<file path="src/rtl/serial_sub_pkg.sv">
// Shared definitions for the bit-serial subtractor: FSM state encoding,
// default operand width and the bit-counter width helper.
package serial_sub_pkg;

  typedef enum logic [1:0] {
    IDLE  = 2'd0,
    SHIFT = 2'd1,
    DONE  = 2'd2
  } sub_state_t;

  localparam int SUB_WIDTH_DEFAULT = 8;

  // Bit counter width: $clog2(w), but never narrower than one bit.
  function automatic int cnt_width(input int w);
    return (w > 1) ? $clog2(w) : 1;
  endfunction

endpackage

</file>
<file path="src/rtl/serial_subtractor_full_subtractor.sv">
// Combinational 1-bit full-subtractor cell: d = a - b - bin, with borrow out.
module full_subtractor
  import serial_sub_pkg::*;
(
  input  logic a,
  input  logic b,
  input  logic bin,
  output logic d,
  output logic bout
);

  // Difference bit and borrow generate/propagate.
  always_comb begin
    d    = a ^ b ^ bin;
    bout = (~a & b) | (~(a ^ b) & bin);
  end

endmodule

</file>
<file path="src/rtl/serial_subtractor.sv">
// Bit-serial LSB-first subtractor: diff = (a - b) mod 2^WIDTH over WIDTH
// cycles, using one full_subtractor cell and a registered borrow.
// Optional feature macro: SERIAL_SUB_OVF_EN adds the signed overflow output ovf.
module serial_subtractor
  import serial_sub_pkg::*;
#(
  parameter int WIDTH = SUB_WIDTH_DEFAULT
) (
  input  logic             clk,
  input  logic             rst_n,
  input  logic             start,
  input  logic [WIDTH-1:0] a,
  input  logic [WIDTH-1:0] b,
  output logic             busy,
  output logic             done,
  output logic [WIDTH-1:0] diff,
  output logic             bout
`ifdef SERIAL_SUB_OVF_EN
  ,
  output logic             ovf
`endif
);

  localparam int            CW       = cnt_width(WIDTH);
  localparam logic [CW-1:0] CNT_LAST = CW'(WIDTH - 1);

  sub_state_t       state_q, state_d;
  logic [CW-1:0]    cnt_q, cnt_d;
  logic [WIDTH-1:0] a_sr_q, a_sr_d;
  logic [WIDTH-1:0] b_sr_q, b_sr_d;
  logic [WIDTH-1:0] r_sr_q, r_sr_d;
  logic             bw_q, bw_d;
  logic [WIDTH-1:0] diff_q, diff_d;
  logic             bout_q, bout_d;
`ifdef SERIAL_SUB_OVF_EN
  logic             ovf_q, ovf_d;
`endif

  logic             bit_d;
  logic             bit_bout;
  logic             last_bit;
  logic             load;
  logic [WIDTH-1:0] d_msb;
  logic [WIDTH-1:0] r_next;

  full_subtractor u_fs (
    .a    (a_sr_q[0]),
    .b    (b_sr_q[0]),
    .bin  (bw_q),
    .d    (bit_d),
    .bout (bit_bout)
  );

  // Operation-level decodes: final bit, operand acceptance, next result word.
  always_comb begin
    last_bit        = (cnt_q == CNT_LAST);
    load            = start && ((state_q == IDLE) || (state_q == DONE));
    d_msb           = '0;
    d_msb[WIDTH-1]  = bit_d;
    r_next          = (r_sr_q >> 1) | d_msb;
  end

  // State register.
  always_ff @(posedge clk or negedge rst_n) begin
    if (!rst_n) state_q <= IDLE;
    else        state_q <= state_d;
  end

  // Next-state logic; start during SHIFT is ignored.
  always_comb begin
    state_d = state_q;
    case (state_q)
      IDLE:    if (start) state_d = SHIFT;
      SHIFT:   if (last_bit) state_d = DONE;
      DONE:    state_d = start ? SHIFT : IDLE;
      default: state_d = IDLE;
    endcase
  end

  // Outputs decoded from registered state only.
  always_comb begin
    busy = (state_q == SHIFT);
    done = (state_q == DONE);
  end

  // Datapath next values: load on accept, shift one bit per SHIFT cycle,
  // publish result on the last bit.
  always_comb begin
    cnt_d  = cnt_q;
    a_sr_d = a_sr_q;
    b_sr_d = b_sr_q;
    r_sr_d = r_sr_q;
    bw_d   = bw_q;
    diff_d = diff_q;
    bout_d = bout_q;
`ifdef SERIAL_SUB_OVF_EN
    ovf_d  = ovf_q;
`endif
    if (load) begin
      cnt_d  = '0;
      a_sr_d = a;
      b_sr_d = b;
      r_sr_d = '0;
      bw_d   = 1'b0;
    end else if (state_q == SHIFT) begin
      a_sr_d = a_sr_q >> 1;
      b_sr_d = b_sr_q >> 1;
      r_sr_d = r_next;
      bw_d   = bit_bout;
      if (last_bit) begin
        // Counter holds at its last value so it never wraps.
        diff_d = r_next;
        bout_d = bit_bout;
`ifdef SERIAL_SUB_OVF_EN
        // Operand LSBs are the original sign bits on this cycle.
        ovf_d  = (a_sr_q[0] ^ b_sr_q[0]) & (bit_d ^ a_sr_q[0]);
`endif
      end else begin
        cnt_d = cnt_q + 1'b1;
      end
    end
  end

  // Datapath registers, all cleared by reset.
  always_ff @(posedge clk or negedge rst_n) begin
    if (!rst_n) begin
      cnt_q  <= '0;
      a_sr_q <= '0;
      b_sr_q <= '0;
      r_sr_q <= '0;
      bw_q   <= 1'b0;
      diff_q <= '0;
      bout_q <= 1'b0;
`ifdef SERIAL_SUB_OVF_EN
      ovf_q  <= 1'b0;
`endif
    end else begin
      cnt_q  <= cnt_d;
      a_sr_q <= a_sr_d;
      b_sr_q <= b_sr_d;
      r_sr_q <= r_sr_d;
      bw_q   <= bw_d;
      diff_q <= diff_d;
      bout_q <= bout_d;
`ifdef SERIAL_SUB_OVF_EN
      ovf_q  <= ovf_d;
`endif
    end
  end

  assign diff = diff_q;
  assign bout = bout_q;
`ifdef SERIAL_SUB_OVF_EN
  assign ovf  = ovf_q;
`endif

endmodule

</file>
<file path="config.mk">
export PLATFORM = sky130hd
export DESIGN_NAME = serial_subtractor
export DESIGN_NICKNAME = d
export VERILOG_FILES = /design/src/rtl/serial_sub_pkg.sv /design/src/rtl/serial_subtractor_full_subtractor.sv /design/src/rtl/serial_subtractor.sv
export SDC_FILE = /design/constraint.sdc
export NUM_CORES = 1
export LEC_CHECK = 0
export ABC_AREA = 1
export CORE_MARGIN = 2
export CORE_UTILIZATION = 45
export DETAILED_ROUTE_END_ITERATION = 7
export PLACE_DENSITY_LB_ADDON = 0.2
export SYNTH_ARGS = -nofsm -noshare
export SYNTH_HDL_FRONTEND = slang
export SYNTH_SLANG_ARGS = --single-unit
</file>
<file path="constraint.sdc">
create_clock -name clk -period 3.22 [get_ports clk]
set_input_delay 0.322 -clock clk [delete_from_list [all_inputs] [get_ports clk]]
set_output_delay 0.322 -clock clk [all_outputs]
set_load 0.02 [all_outputs]
</file>
==> run_results.csv, run 1 <==
group,metric,value,unit
global_route,antenna_found_initial,0,
worst_setup_path,r2r-start,"state_q[0]",
floorplan,dieHeight,66.8,um
worst_setup_path,cp_max_fo,15,
worst_setup_path,cp_num_cells,3,
cts,post_cts_buffers,0,
worst_setup_path,timing_worst_setup_path_type,"flop to output pin",
detailed_routing,drtAntennaViolNets,0,
pwr,power.density,942,nW/um^2
cts,cts.sinks,38,
logic_synthesis,synth-seq-cells,38,
finish,nFillCells,352,
logic_synthesis,synthTopCellsByArea,"dfrtp_1, nand2_1, nand3_1",
floorplan,die-width,66.8,um
worst_setup_path,reg2reg_slack,1.49,ns
logic_synthesis,async_flop_share,100,%
logic_synthesis,ys_warn_count,0,
global_route,grt_start_max_net_pins,39,
logic_synthesis,synth_top_area_cell,"dfrtp_1",
worst_setup_path,crit_start,"state_q[0]",
floorplan,start_util,47.7,%
logic_synthesis,synth-edff-count,0,
detailed_routing,wl_per_cell,11.4,um
run,cap_violations,0,
worst_setup_path,worstRegToRegCells,4,
finish,nets,262,
worst_setup_path,arrival,2.09,ns
detailed_routing,first_iter_violations,69,
pwr,p_leak,1.12,nW
sta,setup_violations,0,
logic_synthesis,synthFlopType,"dfrtp_1",
cts,htree_levels,2,
cts,cts_hold_buf,0,
logic_synthesis,synthCells,213,
detailed_routing,dr.pass1.iters,4,
place,dp_hpwl,2.20,mm
finish,area_growth,20.1,%
logic_synthesis,synth_fp_nets,235,
detailed_routing,via_count,1383,
pwr,ir_drop,332,uV
sta,drv_slew,0,
sta,fin_crit,2.41,ns
worst_setup_path,slowest_stage,"clkdlybuf4s50_1",
worst_setup_path,crit_buf_inv,2,
sta,fin_skew,0.00340,ns
global_route,gr-total-overflow,0,
sta,final.setup.tns,0,ns
sta,tightest_slew,0.820,ns
worst_setup_path,cpPeakStageDelay,0.68,ns
cts,cts_resized,0,
sta,relSlewSlack,45.3,%
sta,max_freq,0.415,GHz
floorplan,fp-row-count,22,
worst_setup_path,r2r_end,"bout",
sta,rsz0062_at_grt,"no",
sta,fin_crit_sh,74.9,%
finish,multi_input_area,694,um^2
global_route,grt_pass1_wl,5.84,mm
worst_setup_path,cp-start-kind,"flop",
logic_synthesis,ys_seq_area_share,53.6,%
worst_setup_path,worstPathRequired,2.90,ns
outcome,status,"finished, final reports clean",
detailed_routing,drcViolationCount,0,
worst_hold_path,hold_path.class,"primary input to async pin",
place,dpl_worst_slack,1.10,ns
logic_synthesis,syn_area,1770,um^2
finish,diodes,0,
detailed_routing,wl,3.29,mm
place,gp_congestion,0.730,
finish,layout-drive-gt1-share,5.83,%
cts,clockBufferDepth,2,
floorplan,die-area,4460,um^2
floorplan,io_pins,30,
sta,hold_viol,0,
logic_synthesis,synth_cell_type_count,16,
logic_synthesis,syn_avg_cell_area,8.33,um^2
cts,cts_tree,"done",
cts,numCtsBuffers,5,
cts,path_clk_slew,0.07,ns
worst_setup_path,cp-end-kind,"output pin",
worst_setup_path,cp_top_family,"buffers and inverters",
logic_synthesis,synth_top_area_share,53.6,%
place,port_buffers,29,
floorplan,core-area,3720,um^2
global_route,grt.total_usage,17.7,%
sta,setup_slack,0.808,ns
cts,root_buffer,"clkbuf_8",
global_route,grt_pass1_vias,1336,
detailed_routing,viasPerCell,4.80,
finish,seq_area,951,um^2
cts,clk_latency,0.28,ns
worst_setup_path,crit_chain,"inv_2 > nor2_4 > clkdlybuf4s50_1",
layout make-up:
type | instances | area share [%]
clock buffer | 7 | 3.58
sequential | 38 | 44.6
inverter | 17 | 2.99
multi-input combinational | 149 | 32.6
timing repair buffer | 29 | 13.4
tap | 48 | 2.82
flip-flops by register name, summed over array words and instances (netlist names):
register / count
a_sr_q: 8
state_q: 2
b_sr_q: 8
bw_q: 1
bout: 1
cnt_q: 3
diff: 8
r_sr_q: 7
synth_stat cells, types with 2 or more instances:
master and number:
nand2_1 96, nand3_1 41, dfrtp_1 38, inv_1 16, buf_2 4, buf_4 3, nor2_4 3, buf_6 2
ha_1 2, nand2_2 2
where the power goes:
group | switching [W] | total [W] | internal (W)
logic | 0.000504 | 0.000855 | 0.000350
registers | 0.000152 | 0.000855 | 0.000703
clock network | 0.000149 | 0.000298 | 0.000149
total | 0.000806 | 0.00201 | 0.00120
layer usage:
layer	GRT usage [%]	routed length [um]	vias to the layer above
met2	27.4	1460	26
met3	5.57	118	5
met5	0	0	-
met1	23.1	1660	639
met4	6.89	42	0
li1	-	-	713
kinds of logic after synthesis:
family          Yosys count  synth area share, %
simple gates            145                 36.3
flops                    38                 53.6
buf+inv                  26                 7.26
fa+ha+maj                 3                 2.54
compound gates            1                0.282
per-stage QoR:
step	total power [W]	instances	hold slack, ns	instance area [um^2]	utilization (%)
floorplan	0.00148	213	0.0264	1770	-
CTS	0.00203	288	0.160	2130	57.3
detailed placement	0.00173	281	0.459	2050	55.3
global route	0.00219	288	0.195	2130	57.3
finish	0.00201	288	0.128	2130	57.3
global placement	0.00170	281	0.456	2050	55.3
worst max-delay path by stage:
stage                     to
floorplan           cnt_q[0]
global placement        busy
detailed placement      busy
CTS                     busy
global route            busy
finish                  busy
placed cells by master, fill, tap and decap left out:
master | netlist | routed
inv_2 | 1 | 1
ha_1 | 2 | 2
nand2_2 | 2 | 2
nor2_1 | 1 | 1
buf_2 | 4 | 1
dfrtp_1 | 38 | 38
nor2_4 | 3 | 3
o21ai_1 | 1 | 1
clkbuf_8 | 0 | 5
clkdlybuf4s50_1 | 0 | 28
inv_1 | 16 | 16
fa_1 | 1 | 1
clkbuf_1 | 0 | 2
nand2_4 | 1 | 1
nand2_1 | 96 | 96
nand3_1 | 41 | 41
nand3_4 | 1 | 1
worst register-to-register path: cells and delay by family (launching register included):
family           cells  cell delay, ns
and+or+nand+nor      4            1.01
DFF                  1            0.67
Note: power is estimated with default switching activity, not from simulation.
==> run 2, diff against run 1 <==
==> constraint.sdc (replaced) <==
create_clock -name clk -period 2.1 [get_ports clk]
set_input_delay 0.21 -clock clk [delete_from_list [all_inputs] [get_ports clk]]
set_output_delay 0.21 -clock clk [all_outputs]
set_load 0.02 [all_outputs]
==> run 2 against run 1 <==
Against the previous run: the run now ends with negative hold slack left; global-route usage is 1.9 points higher; count of clock-buffer cells in the layout fell by 1; critical path depth did not move; first-iteration DRC count decreased by 8.7%.
==> run_results.csv, run 2 (same netlist as run 1, synthesis figures left out) <==
group,metric,value,unit
detailed_routing,dr.pass1.iters,4,
sta,rsz0062_at_grt,"no",
worst_setup_path,arrival,1.64,ns
sta,setup_violations,0,
finish,diodes,0,
pwr,p_leak,1.14,nW
detailed_routing,via_count,1406,
run,cap_violations,0,
floorplan,die-area,4460,um^2
floorplan,die-width,66.8,um
cts,post_cts_buffers,0,
finish,nFillCells,362,
sta,tightest_slew,0.802,ns
detailed_routing,wl_per_cell,11.6,um
cts,clk_latency,0.30,ns
worst_hold_path,hold_path.class,"primary input to async pin",
finish,layout-drive-gt1-share,8.20,%
floorplan,io_pins,30,
finish,final_cell_mix,"nand2_1, nand3_1, dfrtp_1",
cts,cts.sinks,38,
finish,area_growth,22.4,%
global_route,antenna_found_initial,0,
sta,drv_slew,0,
detailed_routing,drcViolationCount,0,
worst_setup_path,cp-start-kind,"flop",
sta,hold_ws,-0.00346,ns
floorplan,dieHeight,66.8,um
detailed_routing,drtAntennaViolNets,0,
worst_setup_path,reg2reg_slack,0.52,ns
cts,htree_levels,2,
global_route,grt_pass1_wl,6.34,mm
detailed_routing,viasPerCell,4.82,
sta,fin_crit_sh,88.1,%
cts,path_clk_slew,0.07,ns
sta,relSlewSlack,46.5,%
cts,clockBufferDepth,2,
finish,nets,265,
worst_setup_path,timing_worst_setup_path_type,"flop to output pin",
worst_setup_path,r2r-start,"state_q[1]",
outcome,status,"finished with violations",
cts,numCtsBuffers,5,
cts,root_buffer,"clkbuf_8",
pwr,power.density,1470,nW/um^2
outcome,violations,"negative hold slack",
place,dp_hpwl,2.33,mm
pwr,power.total,0.00319,W
sta,fin_skew,0.00661,ns
worst_setup_path,cp-end-kind,"output pin",
global_route,gr-total-overflow,0,
worst_setup_path,worstRegToRegCells,5,
global_route,grt_start_max_net_pins,39,
detailed_routing,wl,3.40,mm
cts,cts_tree,"done",
global_route,grt.total_usage,19.5,%
sta,max_freq,0.540,GHz
floorplan,start_util,47.7,%
place,port_buffers,29,
sta,fin_crit,1.85,ns
sta,final.setup.tns,0,ns
worst_setup_path,r2r_end,"bout",
place,gp_congestion,0.780,
detailed_routing,first_iter_violations,63,
floorplan,core-area,3720,um^2
worst_setup_path,worstPathRequired,1.89,ns
global_route,grt_pass1_vias,1428,
sta,hold_viol,7,
pwr,ir_drop,569,uV
cts,cts_hold_buf,0,
worst_setup_path,cp_max_fo,11,
floorplan,fp-row-count,22,
finish,final_common_cell,"nand2_1",
cts,cts_resized,0,
run 2: changes by cell type in the layout (fill, tap and decap cells not counted):
cell,before,now
buf_4,0,3
clkbuf_1,2,0
clkbuf_8,5,6
clkinv_2,0,1
clkinvlp_4,0,1
run 2: worst max-delay path by stage:
stage | from | end | slack, ns | depth (start not counted)
global placement | state_q[1] | done | 0.59 | 3
CTS | state_q[1] | done | 0.23 | 3
detailed placement | state_q[1] | bout | 0.55 | 5
finish | state_q[1] | done | 0.25 | 3
global route | state_q[1] | done | 0.16 | 3
floorplan | cnt_q[0] | cnt_q[0] | 0.86 | 7
run 2: where the power goes:
group	internal, W	total [W]	switching (W)	leakage (nW)
Combinational	0.000575	0.00139	0.000819	0.623
Clock	0.000264	0.000523	0.000259	0.0472
Sequential	0.00108	0.00128	0.000198	0.473
run 2: per-layer routing:
layer / track usage (%) / vias to the layer above / wire, um / part of all wire (%)
li1: - / 724 / - / -
met1: 24.2 / 652 / 1590 / 47
met2: 31.1 / 24 / 1600 / 47
met3: 6.76 / 6 / 153 / 4.5
met4: 7.91 / 0 / 59 / 1.7
met5: 0 / - / 0 / 0
run 2: layout make-up:
| class | count | area [um^2] | area share, % |
|---|---|---|---|
| Multi-Input combinational cell | 149 | 694 | 32.0 |
| Clock buffer | 6 | 82.6 | 3.80 |
| Inverter | 17 | 63.8 | 2.94 |
| Timing Repair Buffer | 32 | 308 | 14.2 |
| Sequential cell | 38 | 951 | 43.8 |
| Clock inverter | 2 | 12.5 | 0.576 |
| Tap cell | 48 | 60.1 | 2.76 |
run 2: through the flow:
| stage | cells | utilization, % | setup WS, ns | instance area [um^2] | hold slack, ns |
|---|---|---|---|---|---|
| floorplan | 213 | - | 0.859 | 1770 | -0.0856 |
| global placement | 284 | 55.9 | 0.588 | 2080 | 0.359 |
| detailed placement | 284 | 55.9 | 0.551 | 2080 | 0.354 |
| CTS | 292 | 58.5 | 0.230 | 2170 | 0.0282 |
| global route | 292 | 58.5 | 0.164 | 2170 | 0.0706 |
| finish | 292 | 58.5 | 0.249 | 2170 | -0.00346 |
run 2: critical path, stage by stage, from the launching register on:
cell	delay, ns
dfrtp_1	0.40
inv_1	0.20
nor2_1	0.14
clkdlybuf4s50_1	0.61
==> run 3, diff against run 2 <==
--- a/config.mk
+++ b/config.mk
@@ -8,8 +8,10 @@
 export ABC_AREA = 1
 export CORE_MARGIN = 2
 export CORE_UTILIZATION = 45
+export CTS_BUF_LIST = sky130_fd_sc_hd__clkbuf_16
 export DETAILED_ROUTE_END_ITERATION = 7
 export PLACE_DENSITY_LB_ADDON = 0.2
+export REMOVE_ABC_BUFFERS = 1
 export SYNTH_ARGS = -nofsm -noshare
 export SYNTH_HDL_FRONTEND = slang
 export SYNTH_SLANG_ARGS = --single-unit
==> constraint.sdc (replaced) <==
create_clock -name clk -period 2.4 [get_ports clk]
set_input_delay 0.24 -clock clk [delete_from_list [all_inputs] [get_ports clk]]
set_output_delay 0.24 -clock clk [all_outputs]
set_load 0.02 [all_outputs]
==> run 3 against run 2 <==
Against the previous run: the run now ends clean; sequential share of layout area decreased by 0.67 points; critical endpoint is now busy; count of clock-buffer cells in the layout decreased by 1; via count increased by 1.2%; critical path depth unchanged; cell area increased by 1.6%; power decreased by 8.6%; worst hold slack improved by 0.070 ns; register-to-register slack improved by 0.32 ns; clock skew decreased by 0.0037 ns; flip-flop and latch count unchanged.
==> run_results.csv, run 3 (same netlist as run 1, synthesis figures left out) <==
group,metric,value,unit
global_route,grt_pass1_wl,5.73,mm
worst_setup_path,reg2reg_slack,0.84,ns
floorplan,die-area,4460,um^2
detailed_routing,drcViolationCount,0,
cts,cts.sinks,38,
cts,cts_tree,"done",
worst_setup_path,arrival,1.80,ns
place,port_buffers,29,
sta,rsz0062_at_grt,"no",
worst_hold_path,hold_path.class,"primary input to async pin",
detailed_routing,wl,3.26,mm
worst_setup_path,r2r_end,"diff[7]",
finish,final_common_cell,"nand2_1",
sta,final.setup.tns,0,ns
pwr,ir_drop,563,uV
cts,post_cts_buffers,0,
floorplan,dieHeight,66.8,um
global_route,gr-total-overflow,0,
pwr,power.total,0.00292,W
worst_setup_path,worstPathRequired,2.16,ns
cts,cts_hold_buf,0,
global_route,grt_pass1_vias,1301,
sta,drv_slew,0,
floorplan,io_pins,30,
floorplan,core-area,3720,um^2
pwr,p_leak,1.16,nW
finish,diodes,0,
place,dp_hpwl,2.09,mm
sta,max_freq,0.489,GHz
pwr,power.density,1320,nW/um^2
global_route,grt.total_usage,17.3,%
sta,fin_crit_sh,85.2,%
sta,hold_viol,0,
worst_setup_path,slowest_stage,"dfrtp_1",
worst_setup_path,cp-start-kind,"flop",
finish,nets,264,
worst_setup_path,cp-end-kind,"output pin",
detailed_routing,dr.pass1.iters,4,
outcome,status,"finished, final reports clean",
worst_setup_path,timing_worst_setup_path_type,"flop to output pin",
run,cap_violations,0,
worst_setup_path,cpPeakStageDelay,0.68,ns
floorplan,fp-row-count,22,
cts,path_clk_slew,0.05,ns
worst_setup_path,r2r-start,"state_q[0]",
cts,htree_levels,2,
finish,area_growth,24.3,%
sta,fin_skew,0.00294,ns
worst_setup_path,cp_max_fo,13,
sta,setup_violations,0,
global_route,antenna_found_initial,0,
cts,numCtsBuffers,5,
detailed_routing,first_iter_violations,68,
floorplan,die-width,66.8,um
finish,final_cell_mix,"nand2_1, nand3_1, dfrtp_1",
floorplan,start_util,47.7,%
finish,layout-drive-gt1-share,6.58,%
sta,tightest_slew,0.845,ns
detailed_routing,wl_per_cell,11.2,um
sta,relSlewSlack,43.7,%
detailed_routing,viasPerCell,4.89,
cts,root_buffer,"clkbuf_16",
cts,clockBufferDepth,2,
worst_setup_path,crit_chain,"inv_2 > nor2_4 > clkdlybuf4s50_1",
worst_setup_path,worstRegToRegCells,6,
cts,cts_resized,0,
detailed_routing,drtAntennaViolNets,0,
global_route,grt_start_max_net_pins,39,
sta,fin_crit,2.04,ns
detailed_routing,via_count,1423,
cts,clk_latency,0.28,ns
place,gp_congestion,0.766,
[run 3: layout make-up]
type / count / area [um^2]
fillers: 349 / 1510
flip-flops and latches: 38 / 951
multi-input cells: 149 / 694
repair buffers: 31 / 300
clock buffers: 5 / 125
inverters: 17 / 63.8
well taps: 48 / 60.1
clock inverters: 3 / 11.3
[run 3: worst max path at each step]
stage               start       to  depth (start not counted)
3_5_place_dp   state_q[0]     busy                          3
2_1_floorplan  state_q[0]  diff[7]                          5
4_1_cts        state_q[0]     busy                          3
3_3_place_gp   state_q[0]     busy                          3
6_report       state_q[0]     busy                          3
5_1_grt        state_q[0]     busy                          3
[run 3: per-stage QoR]
step / util (%) / hold WS, ns / setup slack, ns / cell area, um^2 / instances
2_1_floorplan: - / -0.0556 / 0.972 / 1710 / 204
3_3_place_gp: 55.7 / 0.392 / 0.675 / 2070 / 283
3_5_place_dp: 55.7 / 0.385 / 0.661 / 2070 / 283
4_1_cts: 59.4 / 0.0932 / 0.360 / 2210 / 291
5_1_grt: 59.4 / 0.138 / 0.282 / 2210 / 291
6_report: 59.4 / 0.0663 / 0.356 / 2210 / 291
[run 3: layer usage]
metal	track usage [%]	up-vias	wire [um]
met5	0	-	0
met4	7.65	0	59
met3	4.56	5	134
met2	26.9	33	1490
met1	22.8	657	1580
li1	-	728	-
[run 3: power by group]
part / leakage [nW] / switching (W) / internal (W)
clock network: 0.0663 / 0.000238 / 0.000373
logic: 0.619 / 0.000671 / 0.000490
registers: 0.473 / 0.000202 / 0.000944
[run 3: critical path, delay by kind of cell (launching register included)]
family | cells | cell delay, ns
buf+inv | 2 | 0.74
flops | 1 | 0.68
simple gates | 1 | 0.11
